## src/rtl/multi_mode_fifo_if.sv

```systemverilog
// Bus bundle for multi_mode_fifo: request/data inputs plus occupancy and status outputs.
// master = the side issuing w_en/r_en, slave = the FIFO itself.
interface multi_mode_fifo_if #(
    parameter int DATA_WIDTH = 8,
    parameter int PTR_WIDTH  = 8
);
    logic                  w_en;
    logic                  r_en;
    logic [DATA_WIDTH-1:0] data_in;
    logic                  err_clr;
    logic [DATA_WIDTH-1:0] data_out;
    logic [PTR_WIDTH:0]    count;
    logic                  full;
    logic                  empty;
    logic                  almost_full;
    logic                  almost_empty;
    logic                  half_full;
    logic                  half_empty;
    logic                  write_error;
    logic                  read_error;

    modport master (
        output w_en, r_en, data_in, err_clr,
        input  data_out, count, full, empty, almost_full, almost_empty,
        input  half_full, half_empty, write_error, read_error
    );

    modport slave (
        input  w_en, r_en, data_in, err_clr,
        output data_out, count, full, empty, almost_full, almost_empty,
        output half_full, half_empty, write_error, read_error
    );
endinterface

```

## src/rtl/multi_mode_fifo.sv

```systemverilog
// Single-clock FIFO with registered-read or first-word-fall-through output,
// registered occupancy/threshold flags and sticky overflow/underflow errors.
module multi_mode_fifo #(
    parameter int DATA_WIDTH = 8,
    parameter int DEPTH      = 256,
    parameter int PTR_WIDTH  = 8,
    parameter int FWFT       = 0,
    parameter int AF_LEVEL   = DEPTH - 4,
    parameter int AE_LEVEL   = 4
) (
    input logic              clk,
    input logic              rst,
    multi_mode_fifo_if.slave bus
);
    localparam logic [PTR_WIDTH:0] DEPTH_C = (PTR_WIDTH + 1)'(DEPTH);
    localparam logic [PTR_WIDTH:0] HALF_C  = (PTR_WIDTH + 1)'(DEPTH / 2);
    localparam logic [PTR_WIDTH:0] AF_C    = (PTR_WIDTH + 1)'(AF_LEVEL);
    localparam logic [PTR_WIDTH:0] AE_C    = (PTR_WIDTH + 1)'(AE_LEVEL);

    logic [DATA_WIDTH-1:0] mem [DEPTH];
    logic [PTR_WIDTH-1:0]  wptr;
    logic [PTR_WIDTH-1:0]  rptr;
    logic [PTR_WIDTH:0]    count_q;
    logic [PTR_WIDTH:0]    count_next;
    logic                  wr_acc;
    logic                  rd_acc;
    logic                  full_q;
    logic                  empty_q;
    logic                  almost_full_q;
    logic                  almost_empty_q;
    logic                  half_full_q;
    logic                  half_empty_q;
    logic                  write_error_q;
    logic                  read_error_q;

    // Handshake: w_en/r_en are requests sampled on the rising edge. A write is
    // accepted only if full is low and a read only if empty is low, both judged
    // on the registered current state (so a full FIFO rejects a write even when
    // a read is accepted in the same cycle). Rejected requests change nothing
    // except raising the matching sticky error flag.
    assign wr_acc = bus.w_en && !full_q;
    assign rd_acc = bus.r_en && !empty_q;

    always_comb begin
        count_next = count_q;
        case ({wr_acc, rd_acc})
            2'b10:   count_next = count_q + 1'b1;
            2'b01:   count_next = count_q - 1'b1;
            default: count_next = count_q;
        endcase
    end

    always_ff @(posedge clk or posedge rst) begin
        if (rst) begin
            wptr    <= '0;
            rptr    <= '0;
            count_q <= '0;
        end else begin
            if (wr_acc) wptr <= wptr + 1'b1;
            if (rd_acc) rptr <= rptr + 1'b1;
            count_q <= count_next;
        end
    end

    // Flags come from count_next so they change on the same edge as count.
    always_ff @(posedge clk or posedge rst) begin
        if (rst) begin
            full_q         <= 1'b0;
            empty_q        <= 1'b1;
            almost_full_q  <= 1'b0;
            almost_empty_q <= 1'b1;
            half_full_q    <= 1'b0;
            half_empty_q   <= 1'b1;
        end else begin
            full_q         <= (count_next == DEPTH_C);
            empty_q        <= (count_next == '0);
            almost_full_q  <= (count_next >= AF_C);
            almost_empty_q <= (count_next <= AE_C);
            half_full_q    <= (count_next >= HALF_C);
            half_empty_q   <= (count_next < HALF_C);
        end
    end

    // A new rejection in the clearing cycle keeps the flag set.
    always_ff @(posedge clk or posedge rst) begin
        if (rst) begin
            write_error_q <= 1'b0;
            read_error_q  <= 1'b0;
        end else begin
            if (bus.w_en && full_q) write_error_q <= 1'b1;
            else if (bus.err_clr)   write_error_q <= 1'b0;
            if (bus.r_en && empty_q) read_error_q <= 1'b1;
            else if (bus.err_clr)    read_error_q <= 1'b0;
        end
    end

    // Storage is deliberately not reset; pointers alone define validity.
    always_ff @(posedge clk) begin
        if (wr_acc) mem[wptr] <= bus.data_in;
    end

    generate
        if (FWFT != 0) begin : g_fwft
            assign bus.data_out = mem[rptr];
        end else begin : g_registered
            logic [DATA_WIDTH-1:0] rd_data;
            always_ff @(posedge clk or posedge rst) begin
                if (rst)         rd_data <= '0;
                else if (rd_acc) rd_data <= mem[rptr];
            end
            assign bus.data_out = rd_data;
        end
    endgenerate

    assign bus.count        = count_q;
    assign bus.full         = full_q;
    assign bus.empty        = empty_q;
    assign bus.almost_full  = almost_full_q;
    assign bus.almost_empty = almost_empty_q;
    assign bus.half_full    = half_full_q;
    assign bus.half_empty   = half_empty_q;
    assign bus.write_error  = write_error_q;
    assign bus.read_error   = read_error_q;
endmodule

```

## src/flat_wrapper.sv

```systemverilog
// flat-port wrapper written by rule: the top's interface ports become plain ports
module multi_mode_fifo_flat 
#(
    parameter int DATA_WIDTH = 8,
    parameter int DEPTH      = 256,
    parameter int PTR_WIDTH  = 8,
    parameter int FWFT       = 0,
    parameter int AF_LEVEL   = DEPTH - 4,
    parameter int AE_LEVEL   = 4
)
  (clk, rst, bus_w_en, bus_r_en, bus_data_in, bus_err_clr, bus_data_out, bus_count, bus_full, bus_empty, bus_almost_full, bus_almost_empty, bus_half_full, bus_half_empty, bus_write_error, bus_read_error);
  multi_mode_fifo_if #(.DATA_WIDTH(DATA_WIDTH), .PTR_WIDTH(PTR_WIDTH)) bus_i ();
  input logic clk;
  input logic rst;
  input wire logic [$bits(bus_i.w_en)-1:0] bus_w_en;
  input wire logic [$bits(bus_i.r_en)-1:0] bus_r_en;
  input wire logic [$bits(bus_i.data_in)-1:0] bus_data_in;
  input wire logic [$bits(bus_i.err_clr)-1:0] bus_err_clr;
  output wire logic [$bits(bus_i.data_out)-1:0] bus_data_out;
  output wire logic [$bits(bus_i.count)-1:0] bus_count;
  output wire logic [$bits(bus_i.full)-1:0] bus_full;
  output wire logic [$bits(bus_i.empty)-1:0] bus_empty;
  output wire logic [$bits(bus_i.almost_full)-1:0] bus_almost_full;
  output wire logic [$bits(bus_i.almost_empty)-1:0] bus_almost_empty;
  output wire logic [$bits(bus_i.half_full)-1:0] bus_half_full;
  output wire logic [$bits(bus_i.half_empty)-1:0] bus_half_empty;
  output wire logic [$bits(bus_i.write_error)-1:0] bus_write_error;
  output wire logic [$bits(bus_i.read_error)-1:0] bus_read_error;
  assign bus_i.w_en = bus_w_en;
  assign bus_i.r_en = bus_r_en;
  assign bus_i.data_in = bus_data_in;
  assign bus_i.err_clr = bus_err_clr;
  assign bus_data_out = bus_i.data_out;
  assign bus_count = bus_i.count;
  assign bus_full = bus_i.full;
  assign bus_empty = bus_i.empty;
  assign bus_almost_full = bus_i.almost_full;
  assign bus_almost_empty = bus_i.almost_empty;
  assign bus_half_full = bus_i.half_full;
  assign bus_half_empty = bus_i.half_empty;
  assign bus_write_error = bus_i.write_error;
  assign bus_read_error = bus_i.read_error;
  multi_mode_fifo #(.DATA_WIDTH(DATA_WIDTH), .DEPTH(DEPTH), .PTR_WIDTH(PTR_WIDTH), .FWFT(FWFT), .AF_LEVEL(AF_LEVEL), .AE_LEVEL(AE_LEVEL)) u_core (.clk(clk), .rst(rst), .bus(bus_i));
endmodule
```

## config.mk

```make
export PLATFORM = sky130hd
export DESIGN_NAME = multi_mode_fifo_flat
export DESIGN_NICKNAME = d
export VERILOG_FILES = /design/src/rtl/multi_mode_fifo_if.sv /design/src/rtl/multi_mode_fifo.sv /design/src/flat_wrapper.sv
export SDC_FILE = /design/constraint.sdc
export NUM_CORES = 2
export LEC_CHECK = 0
export CAP_MARGIN = 20
export CORE_ASPECT_RATIO = 1.25
export CORE_MARGIN = 1.5
export CORE_UTILIZATION = 27
export DETAILED_ROUTE_END_ITERATION = 16
export HOLD_SLACK_MARGIN = 0.02
export PLACE_DENSITY = 0.4
export SKIP_CTS_REPAIR_TIMING = 1
export SKIP_LAST_GASP = 1
export SYNTH_ARGS = -nofsm -noshare
export SYNTH_HDL_FRONTEND = slang
export SYNTH_SLANG_ARGS = --single-unit
```

## constraint.sdc

```tcl
create_clock -name clk -period 2.8 [get_ports clk]
set_input_delay 0.42 -clock clk [delete_from_list [all_inputs] [get_ports clk]]
set_output_delay 0.42 -clock clk [all_outputs]
set_load 0.01 [all_outputs]
```

Word-level counts from Yosys, hierarchy flattened
Memory sizes are Yosys's and may differ from the RTL's. A register that Yosys moved wholly into a read port is not among the register bits.
Index checks and enable logic that the tools add are counted.
- register bits: 33
- bits in writable memories: 2048
- bits of input ports: 13
- memories: 1
- $add $sub $neg: 4
- $lt $le $gt $ge: 4
- eq/ne operators: 3
- multiplexer cells: 6
- reduce and logical (&&, ||, !) cells: 9
- memories (name ; words ; bits a word ; read ports ; clocked after Yosys merged registers in ; wr ports ; line ; RTL):
    u_core.mem ; 256 ; 8 ; 1 ; 1 ; 1 ; multi_mode_fifo.sv:20 ; logic [DATA_WIDTH-1:0] mem [DEPTH];
- operator list (operator ; number):
    $ge A9 B8 Y1 const B ; 2
    $pmux W9 S2 ; 1
    $add A8 B1 Y8 const B ; 2
    $add A9 B1 Y9 const B ; 1
    $eq A9 B9 Y1 const B ; 1
    $le A9 B3 Y1 const B ; 1
    $logic_not A9 Y1 ; 1
    $lt A9 B8 Y1 const B ; 1
    $sub A9 B1 Y9 const B ; 1
    $mux W1 ; 5
    $logic_and A1 B1 Y1 ; 4
    $reduce_bool A2 Y1 ; 2
    $eq A2 B1 Y1 const B ; 1
    $eq A2 B2 Y1 const B ; 1
    $logic_not A1 Y1 ; 2

Depth between registers and ports, before layout
- depth in word-level cells: 5
- gate-level depth with buffers: 13
- depth with buffers taken out: 12

Worst setup path before layout
No wires, ideal clock.
- kind: register to register
- start: register u_core.empty_q (netlist: u_core.bus.empty)
- end: register u_core.full_q (netlist: u_core.bus.full)
- setup time: 0.095 ns
- arrival: 2.778 ns
- required time: 2.705 ns
- path slack: -0.073 ns
- stages on the path, launching flop included: 13
- buffers on the path: 0
- period minus slack after synthesis: 2.873 ns
- path through: dfstp_2 > nand2b_4 > inv_1 > nand2_1 > xnor2_1 > ha_1 > nand2_1 > a21oi_1 > o21ai_0 > o41ai_2 > a211oi_1 > a2111oi_4 > nor4b_2
- word-level cells in the longest chain between the ends: 5
- RTL lines (item ; line ; RTL):
    start, declared ; multi_mode_fifo.sv:28 ; logic empty_q;
    start signal, assigned ; multi_mode_fifo.sv:76 ; empty_q <= (count_next == '0);
    $logic_not A1 Y1 * ; multi_mode_fifo.sv:42 ; assign rd_acc = bus.r_en && !empty_q;
    $logic_and A1 B1 Y1 * ; multi_mode_fifo.sv:42 ;
    $eq A2 B1 Y1 or $eq A2 B2 Y1 (tied branches) ; multi_mode_fifo.sv:46 ; case ({wr_acc, rd_acc})
    $pmux W9 S2 * ; multi_mode_fifo.sv:46 ;
    via u_core.count_next[8] ; multi_mode_fifo.sv:24 ; logic [PTR_WIDTH:0] count_next;
    $eq A9 B9 Y1 * ; multi_mode_fifo.sv:75 ; full_q <= (count_next == DEPTH_C);
    end signal, assigned ; multi_mode_fifo.sv:75 ;
    end, declared ; multi_mode_fifo.sv:27 ; logic full_q;
The timed path passes the listed nets; every way through them passes the cells marked *.
A chain may end at the register's enable or synchronous reset.

==> impl_summary.txt <==
----------------------------------------------------
[Synthesis]
  Most repeated cell in the gate-level netlist after synthesis ... edfxtp_1
  Post-synthesis net count ... approximately 4200
  Cell count after synthesis ... between 4000 and 5000
  Mean instance size in the synthesized netlist ... ~20 µm²
  Count of state elements after synthesis ... roughly 2100
  Top post-synthesis cells by count ... 2048 x edfxtp_1, 365 x mux4_2, 350 x mux2i_1
  Post-synth design cell area ... 0.08232 mm²
  Number of enable flip-flop cells after synthesis ... 2048
  Cell type with the highest aggregate area in the netlist ... edfxtp_1
  Share of the synthesized area in the top cell type ... 0.7471
  Ys flop type ... edfxtp_1
  Cell variety after synth ... between 70 and 80
  Synthesis warning total ... 0
  Part of the Yosys area used for sequential elements ... 0.7596
  Proportion of register bits with asynchronous set or reset after synthesis ... 0.01963
  Cells taking the most area after synthesis ... edfxtp_1 75%, mux4_2 10%, mux2i_1 4.3%

[Floorplan]
  Total core area ... between 0.3 and 0.4 mm²
  Standard-cell rows ... roughly 230
  Count of boundary I/O pins ... 38
  X dimension of the die ... between 400 and 500 µm
  Effective utilization at floorplan ... 0.2716
  Die Height ... around 620 µm
  Overall die area ... between 0.3 and 0.4 mm²

[Worst setup path]
  Highest cell delay on the worst timing path ... just over 0.5 ns
  Critical Path, Cell by Cell ... buf_6, buf_12, buf_16, buf_16, buf_8, mux4_2, mux4_2, mux2_4, o221ai_4, o32ai_2
  Setup crit end kind ... flop
  Worst setup path class ... flop to flop
  Reg-to-reg setup timing slack ... -0.30 ns
  Maximum fanout encountered on the critical timing path ... 8
  Cell type of the slowest stage on the worst timing path ... mux4_2
  Reg2Reg Depth ... 10
  Worst setup SP type ... flop
  Arrival time at the worst endpoint ... a little under 4 ns
  Critical Path RT ... about 3.6 ns

[Drt]
  Antenna violation net count after detailed routing ... 0
  Initial DRC Count ... ~3600
  Routed wl met3 ... between 10 and 15 mm
  Uppermost metal layer occupied by signal nets ... met4
  Met2 WL post-DR ... between 100 and 150 mm
  Number of iterations in the first detailed-routing pass ... 5
  Routed wire length ... around 270 mm
  WL per Instance ... a little under 30 µm
  Per-cell via count in the routed design ... between 4 and 5
  Met1 Wirelength ... between 100 and 150 mm
  Total vias in the final route ... 44460
  Number of design rule violations left after detail routing ... 0

[Place]
  Routability congestion estimate ... between 0.8 and 0.9
  DP HPWL ... approximately 180 mm
  Worst slack after detailed placement ... -0.9728 ns
  Post-Place Cells ... a little under 9000
  Placed Area ... between 0.09 and 0.1 mm²
  IO Port Bufs ... 37

[Power]
  Static power due to leakage ... 34.40 nW
  Worst ir drop on vdd ... between 0.0006 and 0.0007 V
  Power density over the cells ... ~1000 mW/mm²
  Power Total ... 103.0 mW

[CTS]
  TritonCTS sink count ... 2089
  CTS H-Tree Depth ... 4
  TritonCTS clock tree ... built
  Number of buffers inserted during clock tree synthesis ... 217
  Clock tree buffer depth ... 4
  Clock network latency to the later pin of the worst-skew pair ... 0.89 ns
  Worst-path clk slew ... around 0.060 ns
  Root Buffer Master ... clkbuf_16

[STA]
  Post-layout worst setup margin ... -0.2981 ns
  Actual transition at the worst max-transition pin ... around 0.98 ns
  Worst slew margin relative to its limit ... 0.3437
  Setup skew after layout ... a little under 0.06 ns
  Maximum clock frequency ... approximately 320 MHz
  Unrepaired setup endpoints after global routing ... yes
  Total of endpoints with negative setup slack in the final report ... 9
  Post-Route Hold Slack ... between 0.07 and 0.08 ns
  Number of failing hold endpoints at the final stage ... 0
  Post-route fraction of the period consumed by the critical path ... 1.106
  Slew Limit Fails ... 0
  Final Critical Period ... slightly above 3 ns

[Final layout]
  Filler Cells Inserted ... between 20000 and 30000
  Net count, final ... ~5200
  Number of standard cells in the final layout excluding fillers ... approximately 9300
  Layout overhead on the synthesized area ... 25.49%
  Share of final-layout standard cells stronger than drive strength 1 ... 0.3475
  Fin area ... ~0.10 mm²

[Run]
  MaxCap Viol Count ... 0

[GRT]
  Via count of the first global-routing pass ... 45820
  Global-route congestion overflow total ... 0
  Wire length of the first global-routing pass ... roughly 370 mm
  Global routing usage summed across all routing layers ... 0.1718
  Pin count of the biggest net entering global routing ... between 100 and 150
  Antenna violations before repair ... 8

[Min path]
  Hold Path Depth ... 1
  Worst hold path class ... input port to flop

[Outcome]
  Run status ... complete, but fails checks
  Violated checks ... negative setup slack

----------------------------------------------------
-- power breakdown --
group          switching, mW  total (mW)  internal (mW)
Combinational           21.6        39.0           17.5
Clock                   12.4        28.4           16.0
Sequential             0.676        35.6           34.9
-- cell type report --
cell class	instances	area (µm²)	area share
well taps	3990	4992	0.04832
clock inverters	118	1070	0.01036
clock buffers	266	5687	0.05505
inverters	19	81.33	0.0007872
multi-input cells	1818	19100	0.1848
diodes	3	7.507	0.00007267
repair buffers	1043	9823	0.09509
flip-flops and latches	2089	62550	0.6055
-- path summary, 6_finish.rpt --
| check | end | startpoint |
|---|---|---|
| max in group asynchronous | u_core.bus.empty | rst |
| worst max-delay path | u_core.bus.data_out[7] | u_core.rptr[0] |
| worst max register to register | u_core.bus.data_out[7] | u_core.rptr[0] |
| worst min register to register | u_core.bus.write_error | u_core.bus.write_error |
| min in group asynchronous | u_core.bus.count[4] | rst |
| worst min-delay path | u_core.mem[152][5] | bus_data_in[5] |
-- critical path: cells and delay by family (launching register included) --
family          cells  cell delay, ns
flops               1            0.44
mux                 3            1.35
buf+inv             5            0.79
compound gates      2            0.36
-- flip-flops by register name, summed over array words and instances (netlist names) --
| signal | count |
|---|---|
| u_core.mem | 2048 |
| u_core.bus.almost_empty | 1 |
| u_core.bus.half_full | 1 |
| u_core.bus.full | 1 |
| u_core.bus.half_empty | 1 |
| u_core.bus.write_error | 1 |
| u_core.bus.empty | 1 |
| u_core.bus.data_out | 8 |
| u_core.rptr | 8 |
| u_core.bus.count | 9 |
| u_core.wptr | 8 |
| u_core.bus.read_error | 1 |
| u_core.bus.almost_full | 1 |
-- logic make-up after synthesis --
logic type                 after synthesis  synth area share
xor gates and xnor gates                21          0.002234
buffers and inverters                  282           0.01988
DFF                                   2089            0.7596
muxes                                  737            0.1454
and+or+nand+nor                        577           0.03076
adders and majority gates                7          0.001064
AOI/OAI and AO/OA                      476           0.04105
-- per-stage QoR --
stage,TNS (ns),utilization
final,-2.092,0.3408
after global placement,-16.99,0.3108
after floorplan,0,-
after global routing,-2.757,0.3408
after detailed placement,-13.47,0.3109
after CTS,-5.686,0.3332
-- placed cells by master (no fill, tap or decap), types with 10 or more instances in the layout --
master and instances:
a211oi_1 11, a21oi_1 91, a221o_1 15, a221oi_1 16, a221oi_2 10, a22o_1 10
a22oi_1 32, buf_12 92, buf_16 15, buf_4 848, buf_6 25, buf_8 13
bufinv_16 18, clkbuf_1 44, clkbuf_16 234, clkdlybuf4s50_1 29, clkinv_1 43, clkinv_2 44
dfrtp_1 31, edfxtp_1 2048, inv_1 13, mux2_2 20, mux2i_1 340, mux4_2 365
nand2_1 89, nand2b_1 11, nand3_1 44, nor2_1 305, nor2b_1 14, nor3_1 25
o211ai_1 10, o21ai_0 36, o21ai_1 12, o221ai_1 68, o22ai_1 56, xnor2_1 13
-- metal layers --
layer  vias up  track usage
met3       339      0.02124
met4         0      0.05228
met1     23870       0.2145
met2      1031       0.3086
li1      19230            -
met5         -            0
Note: power is estimated with default switching activity, not from simulation.
